==> config.mk <==
export PLATFORM = sky130hd
export DESIGN_NAME = adc_stream_capture
export DESIGN_NICKNAME = d
export VERILOG_FILES = /design/src/rtl/adc_stream_capture.sv
export SDC_FILE = /design/constraint.sdc
export NUM_CORES = 1
export LEC_CHECK = 0
export BUFFER_PORTS_ARGS = -buffer_cell sky130_fd_sc_hd__clkbuf_2
export CORE_UTILIZATION = 50
export CTS_CLUSTER_SIZE = 40
export DETAILED_ROUTE_END_ITERATION = 16
export PLACE_DENSITY = 0.67
export SLEW_MARGIN = 10
export SYNTH_ARGS = -nofsm -noshare
export SYNTH_HDL_FRONTEND = slang
export SYNTH_SLANG_ARGS = --single-unit
==> constraint.sdc <==
create_clock -name aclk -period 51.2 [get_ports aclk]
set_clock_uncertainty 0.05 [all_clocks]
set_input_delay 2.56 -clock aclk [delete_from_list [all_inputs] [get_ports aclk]]
set_output_delay 2.56 -clock aclk [all_outputs]
set_load 0.005 [all_outputs]
==> src/rtl/adc_stream_capture.sv <==
// adc_stream_capture
//   Reads one conversion from a serial ADC for each rising edge of trigger.
//   The word can arrive on 1, 2 or 4 SDI lanes. Each word can be block-averaged
//   over 2^a samples. The result goes out through an AXI-Stream FIFO.
//
// Ports
//   aclk, areset   single clock; asynchronous active-high reset
//   trigger        a rising edge starts one readout
//   lane_mode      00 one lane, 01 two lanes, 10 four lanes (11 -> one lane)
//   avg_log2       averaging exponent, clamped to AVG_LOG2_MAX
//   clear_sticky   pulse that clears status[2:1]
//   spi_clk, spi_csn, spi_sdi   serial interface to the ADC
//   m_axis_*       averaged output stream
//   status         [0] active, [1] overflow, [2] missed trigger, [15:8] FIFO level
module adc_stream_capture #(
   parameter int NUM_SDI      = 4,
   parameter int DATA_WIDTH   = 32,
   parameter int SCK_DIV      = 1,
   parameter int AVG_LOG2_MAX = 4,
   parameter int FIFO_DEPTH   = 16
) (
   input  logic                    aclk,
   input  logic                    areset,
   input  logic                    trigger,
   input  logic [1:0]              lane_mode,
   input  logic [3:0]              avg_log2,
   input  logic                    clear_sticky,
   output logic                    spi_clk,
   output logic                    spi_csn,
   input  logic [NUM_SDI-1:0]      spi_sdi,
   output logic [DATA_WIDTH-1:0]   m_axis_tdata,
   output logic                    m_axis_tvalid,
   input  logic                    m_axis_tready,
   output logic [31:0]             status
);

   localparam int CNT_W  = (SCK_DIV > 1) ? $clog2(SCK_DIV) : 1;
   localparam int BIT_W  = $clog2(DATA_WIDTH + 1);
   localparam int ACC_W  = DATA_WIDTH + AVG_LOG2_MAX;
   localparam int SCNT_W = AVG_LOG2_MAX + 1;
   localparam int AW     = $clog2(FIFO_DEPTH);
   localparam int LVL_W  = AW + 1;

   localparam logic [CNT_W-1:0] CNT_LAST = CNT_W'(SCK_DIV - 1);
   localparam logic [3:0]       A_MAX    = (AVG_LOG2_MAX > 15) ? 4'd15 : 4'(AVG_LOG2_MAX);
   localparam logic [BIT_W-1:0] LAST1    = BIT_W'(DATA_WIDTH - 1);
   localparam logic [BIT_W-1:0] LAST2    = BIT_W'(DATA_WIDTH / 2 - 1);
   localparam logic [BIT_W-1:0] LAST4    = BIT_W'(DATA_WIDTH / 4 - 1);

   typedef enum logic [1:0] {IDLE, SETUP, SHIFT, HOLD} state_t;

   state_t                  state;
   logic [CNT_W-1:0]        cnt;
   logic                    phase;      // 0: low half of sck period, 1: high half
   logic [BIT_W-1:0]        bit_cnt;
   logic [DATA_WIDTH-1:0]   sh;
   logic [1:0]              l_sel;      // latched lanes: 0 -> 1, 1 -> 2, 2 -> 4
   logic [3:0]              a_lat;      // latched, clamped averaging exponent
   logic [ACC_W-1:0]        acc;
   logic [SCNT_W-1:0]       scnt;
   logic                    wr_pend;
   logic [DATA_WIDTH-1:0]   wr_word;
   logic                    trig_q;
   logic                    missed;
   logic                    ovf;

   logic [3:0]              sdi_pad;
   logic [1:0]              lane_sel;
   logic [3:0]              a_new;
   logic [BIT_W-1:0]        last_bit;
   logic [DATA_WIDTH-1:0]   next_sh;
   logic [ACC_W-1:0]        acc_sum;
   logic                    blk_last;
   logic                    cnt_last;
   logic                    trig_rise;

   assign cnt_last  = (cnt == CNT_LAST);
   assign trig_rise = trigger & ~trig_q;
   assign a_new     = (avg_log2 > A_MAX) ? A_MAX : avg_log2;

   always_comb begin
      sdi_pad = '0;
      sdi_pad[NUM_SDI-1:0] = spi_sdi;
   end

   // Lane counts the hardware cannot support fall back to a single lane.
   always_comb begin
      lane_sel = 2'd0;
      if (lane_mode == 2'b01 && NUM_SDI >= 2)
         lane_sel = 2'd1;
      else if (lane_mode == 2'b10 && NUM_SDI >= 4)
         lane_sel = 2'd2;
   end

   // sdi[0] carries the MSB of each L-bit group; the word is shifted in MSB first.
   always_comb begin
      case (l_sel)
         2'd1: begin
            next_sh  = {sh[DATA_WIDTH-3:0], sdi_pad[0], sdi_pad[1]};
            last_bit = LAST2;
         end
         2'd2: begin
            next_sh  = {sh[DATA_WIDTH-5:0], sdi_pad[0], sdi_pad[1], sdi_pad[2], sdi_pad[3]};
            last_bit = LAST4;
         end
         default: begin
            next_sh  = {sh[DATA_WIDTH-2:0], sdi_pad[0]};
            last_bit = LAST1;
         end
      endcase
   end

   assign acc_sum  = acc + ACC_W'(next_sh);
   assign blk_last = (scnt == ((SCNT_W'(1) << a_lat) - SCNT_W'(1)));

   // Readout sequencer plus sample accumulation.
   always_ff @(posedge aclk or posedge areset) begin
      if (areset) begin
         state   <= IDLE;
         cnt     <= '0;
         phase   <= 1'b0;
         bit_cnt <= '0;
         spi_clk <= 1'b0;
         spi_csn <= 1'b1;
         sh      <= '0;
         l_sel   <= 2'd0;
         a_lat   <= 4'd0;
         acc     <= '0;
         scnt    <= '0;
         wr_pend <= 1'b0;
         wr_word <= '0;
         trig_q  <= 1'b1;   // a trigger held high through reset is not an edge
         missed  <= 1'b0;
      end else begin
         trig_q  <= trigger;
         wr_pend <= 1'b0;
         if (clear_sticky)
            missed <= 1'b0;
         if (trig_rise && state != IDLE)
            missed <= 1'b1;
         case (state)
            IDLE: begin
               if (trig_rise) begin
                  state   <= SETUP;
                  spi_csn <= 1'b0;
                  cnt     <= '0;
                  l_sel   <= lane_sel;
                  a_lat   <= a_new;
                  // A new block length invalidates any partial sum.
                  if (a_new != a_lat) begin
                     acc  <= '0;
                     scnt <= '0;
                  end
               end
            end
            SETUP: begin
               if (cnt_last) begin
                  state   <= SHIFT;
                  cnt     <= '0;
                  phase   <= 1'b0;
                  bit_cnt <= '0;
               end else begin
                  cnt <= cnt + CNT_W'(1);
               end
            end
            SHIFT: begin
               if (!cnt_last) begin
                  cnt <= cnt + CNT_W'(1);
               end else begin
                  cnt <= '0;
                  if (!phase) begin
                     phase   <= 1'b1;
                     spi_clk <= 1'b1;
                  end else begin
                     // Last aclk of the high phase: capture the lanes.
                     phase   <= 1'b0;
                     spi_clk <= 1'b0;
                     sh      <= next_sh;
                     bit_cnt <= bit_cnt + BIT_W'(1);
                     if (bit_cnt == last_bit) begin
                        state <= HOLD;
                        if (blk_last) begin
                           wr_pend <= 1'b1;
                           wr_word <= DATA_WIDTH'(acc_sum >> a_lat);
                           acc     <= '0;
                           scnt    <= '0;
                        end else begin
                           acc  <= acc_sum;
                           scnt <= scnt + SCNT_W'(1);
                        end
                     end
                  end
               end
            end
            HOLD: begin
               if (cnt_last) begin
                  state   <= IDLE;
                  spi_csn <= 1'b1;
                  cnt     <= '0;
               end else begin
                  cnt <= cnt + CNT_W'(1);
               end
            end
            default: state <= IDLE;
         endcase
      end
   end

   // Output FIFO. The head entry drives tdata directly, so it stays put until popped.
   logic [DATA_WIDTH-1:0] mem [FIFO_DEPTH];
   logic [AW-1:0]         wr_ptr;
   logic [AW-1:0]         rd_ptr;
   logic [LVL_W-1:0]      level;
   logic                  fifo_full;
   logic                  rd_en;
   logic                  wr_ok;
   logic [7:0]            lvl8;

   assign fifo_full     = (level == LVL_W'(FIFO_DEPTH));
   assign m_axis_tvalid = (level != '0);
   assign m_axis_tdata  = mem[rd_ptr];
   assign rd_en         = m_axis_tvalid & m_axis_tready;
   // A pop in the same cycle makes room for the write even when full.
   assign wr_ok         = wr_pend & (~fifo_full | rd_en);

   always_ff @(posedge aclk or posedge areset) begin
      if (areset) begin
         for (int i = 0; i < FIFO_DEPTH; i++)
            mem[i] <= '0;
         wr_ptr <= '0;
         rd_ptr <= '0;
         level  <= '0;
         ovf    <= 1'b0;
      end else begin
         if (wr_ok) begin
            mem[wr_ptr] <= wr_word;
            wr_ptr      <= wr_ptr + AW'(1);
         end
         if (rd_en)
            rd_ptr <= rd_ptr + AW'(1);
         case ({wr_ok, rd_en})
            2'b10:   level <= level + LVL_W'(1);
            2'b01:   level <= level - LVL_W'(1);
            default: level <= level;
         endcase
         if (wr_pend && !wr_ok)
            ovf <= 1'b1;
         else if (clear_sticky)
            ovf <= 1'b0;
      end
   end

   generate
      if (LVL_W > 8) begin : g_lvl_sat
         assign lvl8 = (|level[LVL_W-1:8]) ? 8'hFF : level[7:0];
      end else begin : g_lvl_direct
         assign lvl8 = 8'(level);
      end
   endgenerate

   assign status = {16'd0, lvl8, 5'd0, missed, ovf, (state != IDLE)};

endmodule

==> results of run 1 <==
## cell families after synthesis
kind of cell               count (synthesis)  synth area share
and+or+nand+nor                          341            0.0479
buffers and inverters                    265            0.0352
xor gates and xnor gates                  52            0.0139
DFF                                      650             0.490
other                                      1          0.000113
adders and majority gates                 53            0.0204
AOI/OAI and AO/OA                        380            0.0799
muxes                                    750             0.313
## worst min-delay path, cell delays in order, from the launching register on
cell and delay [ns]:
dfrtp_1 0.34, nand2_1 0.04, o21ai_0 0.06
## worst min path at each step
stage | startpoint | to | slack (ns) | cells after the start
final | mem[310] | mem[310] | 0.43 | 2
after global routing | mem[310] | mem[310] | 0.45 | 2
after CTS | mem[310] | mem[310] | 0.43 | 2
after detailed placement | mem[310] | mem[310] | 0.42 | 2
after global placement | mem[406] | mem[406] | 0.41 | 2
after floorplan | mem[182] | mem[182] | 0.39 | 2
## state kept, by name (all words and copies together), names as in the netlist, 5 cells and up
name / flops
acc: 36
bit_cnt: 6
level: 5
mem: 512
scnt: 5
sh: 31
wr_word: 32
## metrics by stage
stage / total power, W / setup WS [ns] / hold slack, ns / instance area [um^2] / util
2_1_floorplan: 0.000860 / 30.38 / 0.395 / 33300 / -
3_3_place_gp: 0.000961 / 44.71 / 0.408 / 34000 / 0.517
3_5_place_dp: 0.000965 / 44.68 / 0.416 / 34000 / 0.517
4_1_cts: 0.00148 / 44.30 / 0.429 / 36300 / 0.553
5_1_grt: 0.00153 / 44.21 / 0.448 / 36300 / 0.553
6_report: 0.00146 / 44.37 / 0.431 / 36300 / 0.553
## routing by layer
metal	vias up	wire (um)
met5	-	0
met4	0	1950
met1	11100	36400
met2	541	39100
li1	9161	-
met3	129	3770
## power groups by stage
stage / logic (W) / clock network (W) / registers, W
final: 0.000392 / 0.000509 / 0.000563
after global routing: 0.000425 / 0.000541 / 0.000567
after CTS: 0.000393 / 0.000521 / 0.000563
after detailed placement: 0.000392 / 0 / 0.000573
after global placement: 0.000390 / 0 / 0.000572
after floorplan: 0.000306 / 0 / 0.000554
## final cells by class
type,count,share of cell area
clock buffers,112,0.0599
clock inverters,14,0.00413
inverters,37,0.00403
multi-input cells,1600,0.438
flip-flops and latches,650,0.448
well taps,864,0.0298
repair buffers,95,0.0160
## cells in the final DEF, fill, tap and decap left out, types with 13 or more instances in the layout
| master | count |
|---|---|
| and2_1 | 16 |
| xor2_1 | 22 |
| and3_1 | 13 |
| nand2_1 | 142 |
| xnor2_1 | 29 |
| nand4_1 | 17 |
| conb_1 | 24 |
| mux4_2 | 176 |
| nand2b_1 | 13 |
| a21o_1 | 16 |
| a22o_1 | 28 |
| mux2i_1 | 37 |
| clkbuf_16 | 75 |
| clkbuf_1 | 21 |
| buf_4 | 37 |
| a22oi_1 | 37 |
| nand2_2 | 16 |
| mux2_2 | 536 |
| nor3_1 | 19 |
| dfrtp_1 | 642 |
| clkbuf_2 | 57 |
| nor2_1 | 60 |
| clkbuf_8 | 16 |
| inv_1 | 33 |
| a21oi_1 | 53 |
| o21ai_0 | 108 |
| ha_1 | 51 |
==> flow_metrics.env, run 1 <==
export IMPL_rsz0062_at_grt="false"
export IMPL_async_flop_share=1.00
export IMPL_synthTopCellsByCount="648 x dfrtp_1, 536 x mux2_2, 176 x mux4_2, 158 x nand2_1, 111 x clkbuf_1"
export IMPL_core_area_mm2=0.0657
export IMPL_grt_max_degree=166
export IMPL_cpLargestDelayFamily="buffers and inverters"
export IMPL_syn_avg_cell_area_um2=13.3
export IMPL_synth_area_mm2=0.0332
export IMPL_drive_above_1_share=0.387
export IMPL_tightest_slew_ns=1.10
export IMPL_place_congestion=0.891
export IMPL_multi_input_area_mm2=0.0159
export IMPL_yosysMostFrequentCell="dfrtp_1"
export IMPL_hold_class="flop to flop"
export IMPL_die_height_um=260
export IMPL_initial_core_util=0.505
export IMPL_die_w_um=260
export IMPL_clock_sinks=650
export IMPL_clockBufferDepth=3
export IMPL_critPathBufInv=3
export IMPL_pwr_share_comb=0.268
export IMPL_netSwitchingFraction=0.330
export IMPL_diodes=0
export IMPL_dieArea_mm2=0.0675
export IMPL_cts_resized=0
export IMPL_outcome="completed"
export IMPL_drt_iter0_markers=1408
export IMPL_startpoint="rd_ptr[1]"
export IMPL_synth_area_leaders="dfrtp_1 49%, mux2_2 18%, mux4_2 12%"
export IMPL_leakage_nw=17.4
export IMPL_cp_start_kind="flop"
export IMPL_slowest_delay_ns=0.93
export IMPL_hold_violations=0
export IMPL_critPathKind="flop to primary output"
export IMPL_cp_arrival_ns=4.22
export IMPL_antenna_left=0
export IMPL_clk_pin_slew_ns=0.06
export IMPL_use_met2=0.399
export IMPL_synth_seq_area_share=0.490
export IMPL_yosysTopAreaCell="dfrtp_1"
export IMPL_drv_slew=0
export IMPL_final_setup_viol_count=0
export IMPL_io_buffers=57
export IMPL_required_ns=48.59
export IMPL_synth_edf_count=0
export IMPL_vias=20900
export IMPL_routed_wl_um=81200
export IMPL_power_frac_clock=0.348
export IMPL_htreeDepth=3
export IMPL_r2r_end="wr_word[21]"
export IMPL_post_route_period_util=0.133
export IMPL_vdd_drop_max_v=0.0000349
export IMPL_fp_row_count=94
export IMPL_worstPathMaxFanout=61
export IMPL_regArea_mm2=0.0163
export IMPL_critical_path_cell_count=5
export IMPL_grt_pass1_wl_um=128000
export IMPL_top_usage_layer="met2"
export IMPL_routedWlPerCell_um=24.1
export IMPL_dp_cells=3246
export IMPL_seqPwrFrac=0.385
export IMPL_relSlewSlack=0.265
export IMPL_regToRegStartpoint="l_sel[0]"
export IMPL_cp_cell_sequence="buf_4 -> buf_4 -> mux4_2 -> mux4_2 -> clkbuf_2"
export IMPL_endpoint="m_axis_tdata[27]"
export IMPL_cts_tree="done"
export IMPL_ios=82
export IMPL_syn_inst=2492
export IMPL_crit_path_top_delay_cell="buf_4"
export IMPL_yosysTopAreaCellShare=0.488
export IMPL_nets=2524
export IMPL_power_switching_w=0.000483
export IMPL_ys_types=88
export IMPL_grt_pass1_vias=21700
export IMPL_cts_hold_buf=0
export IMPL_track_usage=0.247
export IMPL_fin_tns_setup_ns=0
export IMPL_clock_latency_ns=0.61
export IMPL_met1_usage=0.349
export IMPL_grt_overflow_total=0
export IMPL_period_minus_slack_ns=6.83
export IMPL_first_pass_iters=5
export IMPL_drc=0
export IMPL_cts_setup_buffers=0
export IMPL_cp_end_kind="primary output"
export IMPL_ys_ff_latch=650
export IMPL_fin_cells=3372
export IMPL_grt_use_met3=0.0369
export IMPL_grt_antenna_before_repair=2
export IMPL_fmax_mhz=146
export IMPL_area_growth_pct=9.35
export IMPL_cap_violations=0
export IMPL_power_density_mw_per_mm2=40.3
export IMPL_fillCellCount=5317
export IMPL_ys_warnings_count=0
export IMPL_numCtsBuffers=72
export IMPL_r2r_slack_ns=45.73
export IMPL_reg2regPathDepth=15
export IMPL_clockRootBuffer="clkbuf_16"
export IMPL_hpwl_um=50100
export IMPL_vias_per_cell=6.20
export IMPL_synth_flop_cell="dfrtp_1"
export IMPL_internal_power_w=0.000981
(Power assumes the default switching activity.)
==> inputs of run 2 (changes only) <==
Clock period 51.2 ns to 7.1 ns, I/O delays scaled along.
==> run 2 against run 1 <==
First-iteration DRC count increased by 13%; worst hold slack got worse by 0.40 ns; non-clock buffer count rose by 8; clock power grew to 7.2 times the previous value; final area grew 0.24%; wire length increased by 0.55%; sequential share of layout area shrank 0.11 points; via count is 0.97% higher; setup slack worse by 43 ns; register-to-register slack worse by 44 ns; power grew to 7.3 times the previous value.
==> flow_metrics.env, run 2 (synthesized netlist as in run 1, its figures left out) <==
export IMPL_outcome="completed"
export IMPL_routedWlPerCell_um=24.2
export IMPL_ios=82
export IMPL_die_w_um=260
export IMPL_clock_latency_ns=0.63
export IMPL_clk_pin_slew_ns=0.06
export IMPL_tightest_slew_ns=1.19
export IMPL_clock_sinks=650
export IMPL_fin_cells=3381
export IMPL_initial_core_util=0.505
export IMPL_fin_area_mm2=0.0364
export IMPL_fp_row_count=94
export IMPL_drc=0
export IMPL_relSlewSlack=0.202
export IMPL_place_congestion=0.920
export IMPL_nets=2531
export IMPL_cts_tree="done"
export IMPL_grt_pass1_vias=22000
export IMPL_grt_max_degree=182
export IMPL_reg_largest_list="mem: 512 flops, acc: 36 flops, wr_word: 32 flops"
export IMPL_grt_pass1_wl_um=128000
export IMPL_top_register="mem"
export IMPL_worst_hold_slack_ns=0.0342
export IMPL_rsz0062_at_grt="false"
export IMPL_final_setup_viol_count=0
export IMPL_drt_iter0_markers=1587
export IMPL_critPathKind="flop to flop"
export IMPL_dp_cells=3245
export IMPL_grt_overflow_total=0
export IMPL_cp_start_kind="flop"
export IMPL_vias_per_cell=6.24
export IMPL_hold_class="input port to flop"
export IMPL_leakage_nw=17.4
export IMPL_first_pass_iters=5
export IMPL_vdd_drop_max_v=0.000272
export IMPL_dieArea_mm2=0.0675
export IMPL_fmax_mhz=179
export IMPL_cp_arrival_ns=6.03
export IMPL_hpwl_um=49300
export IMPL_worstPathMaxFanout=32
export IMPL_clockBufferDepth=3
export IMPL_drive_above_1_share=0.387
export IMPL_numCtsBuffers=71
export IMPL_track_usage=0.248
export IMPL_antenna_left=0
export IMPL_required_ns=7.56
export IMPL_vias=21100
export IMPL_place_area_mm2=0.0340
export IMPL_cts_setup_buffers=0
export IMPL_htreeDepth=3
export IMPL_layout_commonest_cell="dfrtp_1"
export IMPL_area_growth_pct=9.62
export IMPL_post_route_period_util=0.785
export IMPL_final_cell_mix="642 x dfrtp_1, 536 x mux2_2, 176 x mux4_2, 142 x nand2_1, 108 x o21ai_0"
export IMPL_largest_reg_flops=512
export IMPL_grt_antenna_before_repair=2
export IMPL_cp_end_kind="flop"
export IMPL_cap_violations=0
export IMPL_routed_wl_um=81700
export IMPL_period_minus_slack_ns=5.58
export IMPL_io_buffers=57
export IMPL_drv_slew=0
export IMPL_clockRootBuffer="clkbuf_16"
export IMPL_diodes=0
export IMPL_power_density_mw_per_mm2=291
export IMPL_core_area_mm2=0.0657
export IMPL_hold_violations=0
export IMPL_fillCellCount=5344
export IMPL_die_height_um=260
## run 2: where the power goes
group / leakage (nW) / internal, W / switching, W
Sequential: 8.92 / 0.00384 / 0.000241
Clock: 1.14 / 0.00215 / 0.00154
Combinational: 7.33 / 0.00106 / 0.00178
Total: 17.4 / 0.00706 / 0.00356
## run 2: metal layers
layer | global-route usage | up-vias | routed length, um
met5 | 0 | - | 0
met4 | 0.0902 | 0 | 2690
met3 | 0.0388 | 167 | 4030
met2 | 0.403 | 623 | 39400
met1 | 0.337 | 11100 | 35600
li1 | - | 9190 | -
## run 2: worst paths after layout
check | startpoint | to | slack, ns | cells after the start
setup / recovery | l_sel[1] | wr_word[24] | 1.52 | 17
max in group asynchronous | areset | mem[229] | 4.49 | 5
setup reg to reg | l_sel[1] | wr_word[24] | 1.52 | 17
min in group asynchronous | areset | acc[30] | 0.23 | 3
hold / removal | avg_log2[2] | a_lat[1] | 0.03 | 4
hold reg to reg | mem[310] | mem[310] | 0.43 | 2
## run 2: final cells by class
type | instances | area, um^2 | area share
clock inverter | 29 | 332 | 0.00910
inverter | 37 | 143 | 0.00392
clock buffer | 98 | 1980 | 0.0543
timing repair buffer | 103 | 691 | 0.0190
multi-input combinational | 1600 | 15900 | 0.437
tap | 864 | 1080 | 0.0297
sequential | 650 | 16300 | 0.447
## run 2: worst max-delay path: stages (launching register included)
cell,delay (ns)
dfrtp_1,0.41
inv_1,0.07
ha_1,0.91
a22oi_1,0.21
o21ai_0,0.27
ha_1,0.22
inv_1,0.06
fa_1,0.47
nor2b_4,0.16
o2111ai_2,0.22
a2111oi_4,0.53
o21ai_2,0.13
a2111oi_4,0.49
nor3_2,0.15
o31ai_1,0.39
mux4_2,0.34
nor2_1,0.05
o41a_1,0.33
## run 2: through the flow
step	setup TNS (ns)	utilization	setup slack (ns)	total power (W)
3_3_place_gp	0	0.517	1.71	0.00695
6_report	0	0.554	1.52	0.0106
3_5_place_dp	0	0.517	1.64	0.00698
5_1_grt	0	0.554	1.19	0.0111
4_1_cts	0	0.554	1.59	0.0107
2_1_floorplan	-1416.51	-	-2.19	0.00620
## run 2: timing repair
| item | 4_1_cts | 5_1_grt |
|---|---|---|
| hold buffers | 9 | 0 |
| resized for setup | 0 | 0 |
| setup endpoints to repair | 0 | 0 |
| endpoints found under the hold margin | 21 | 0 |
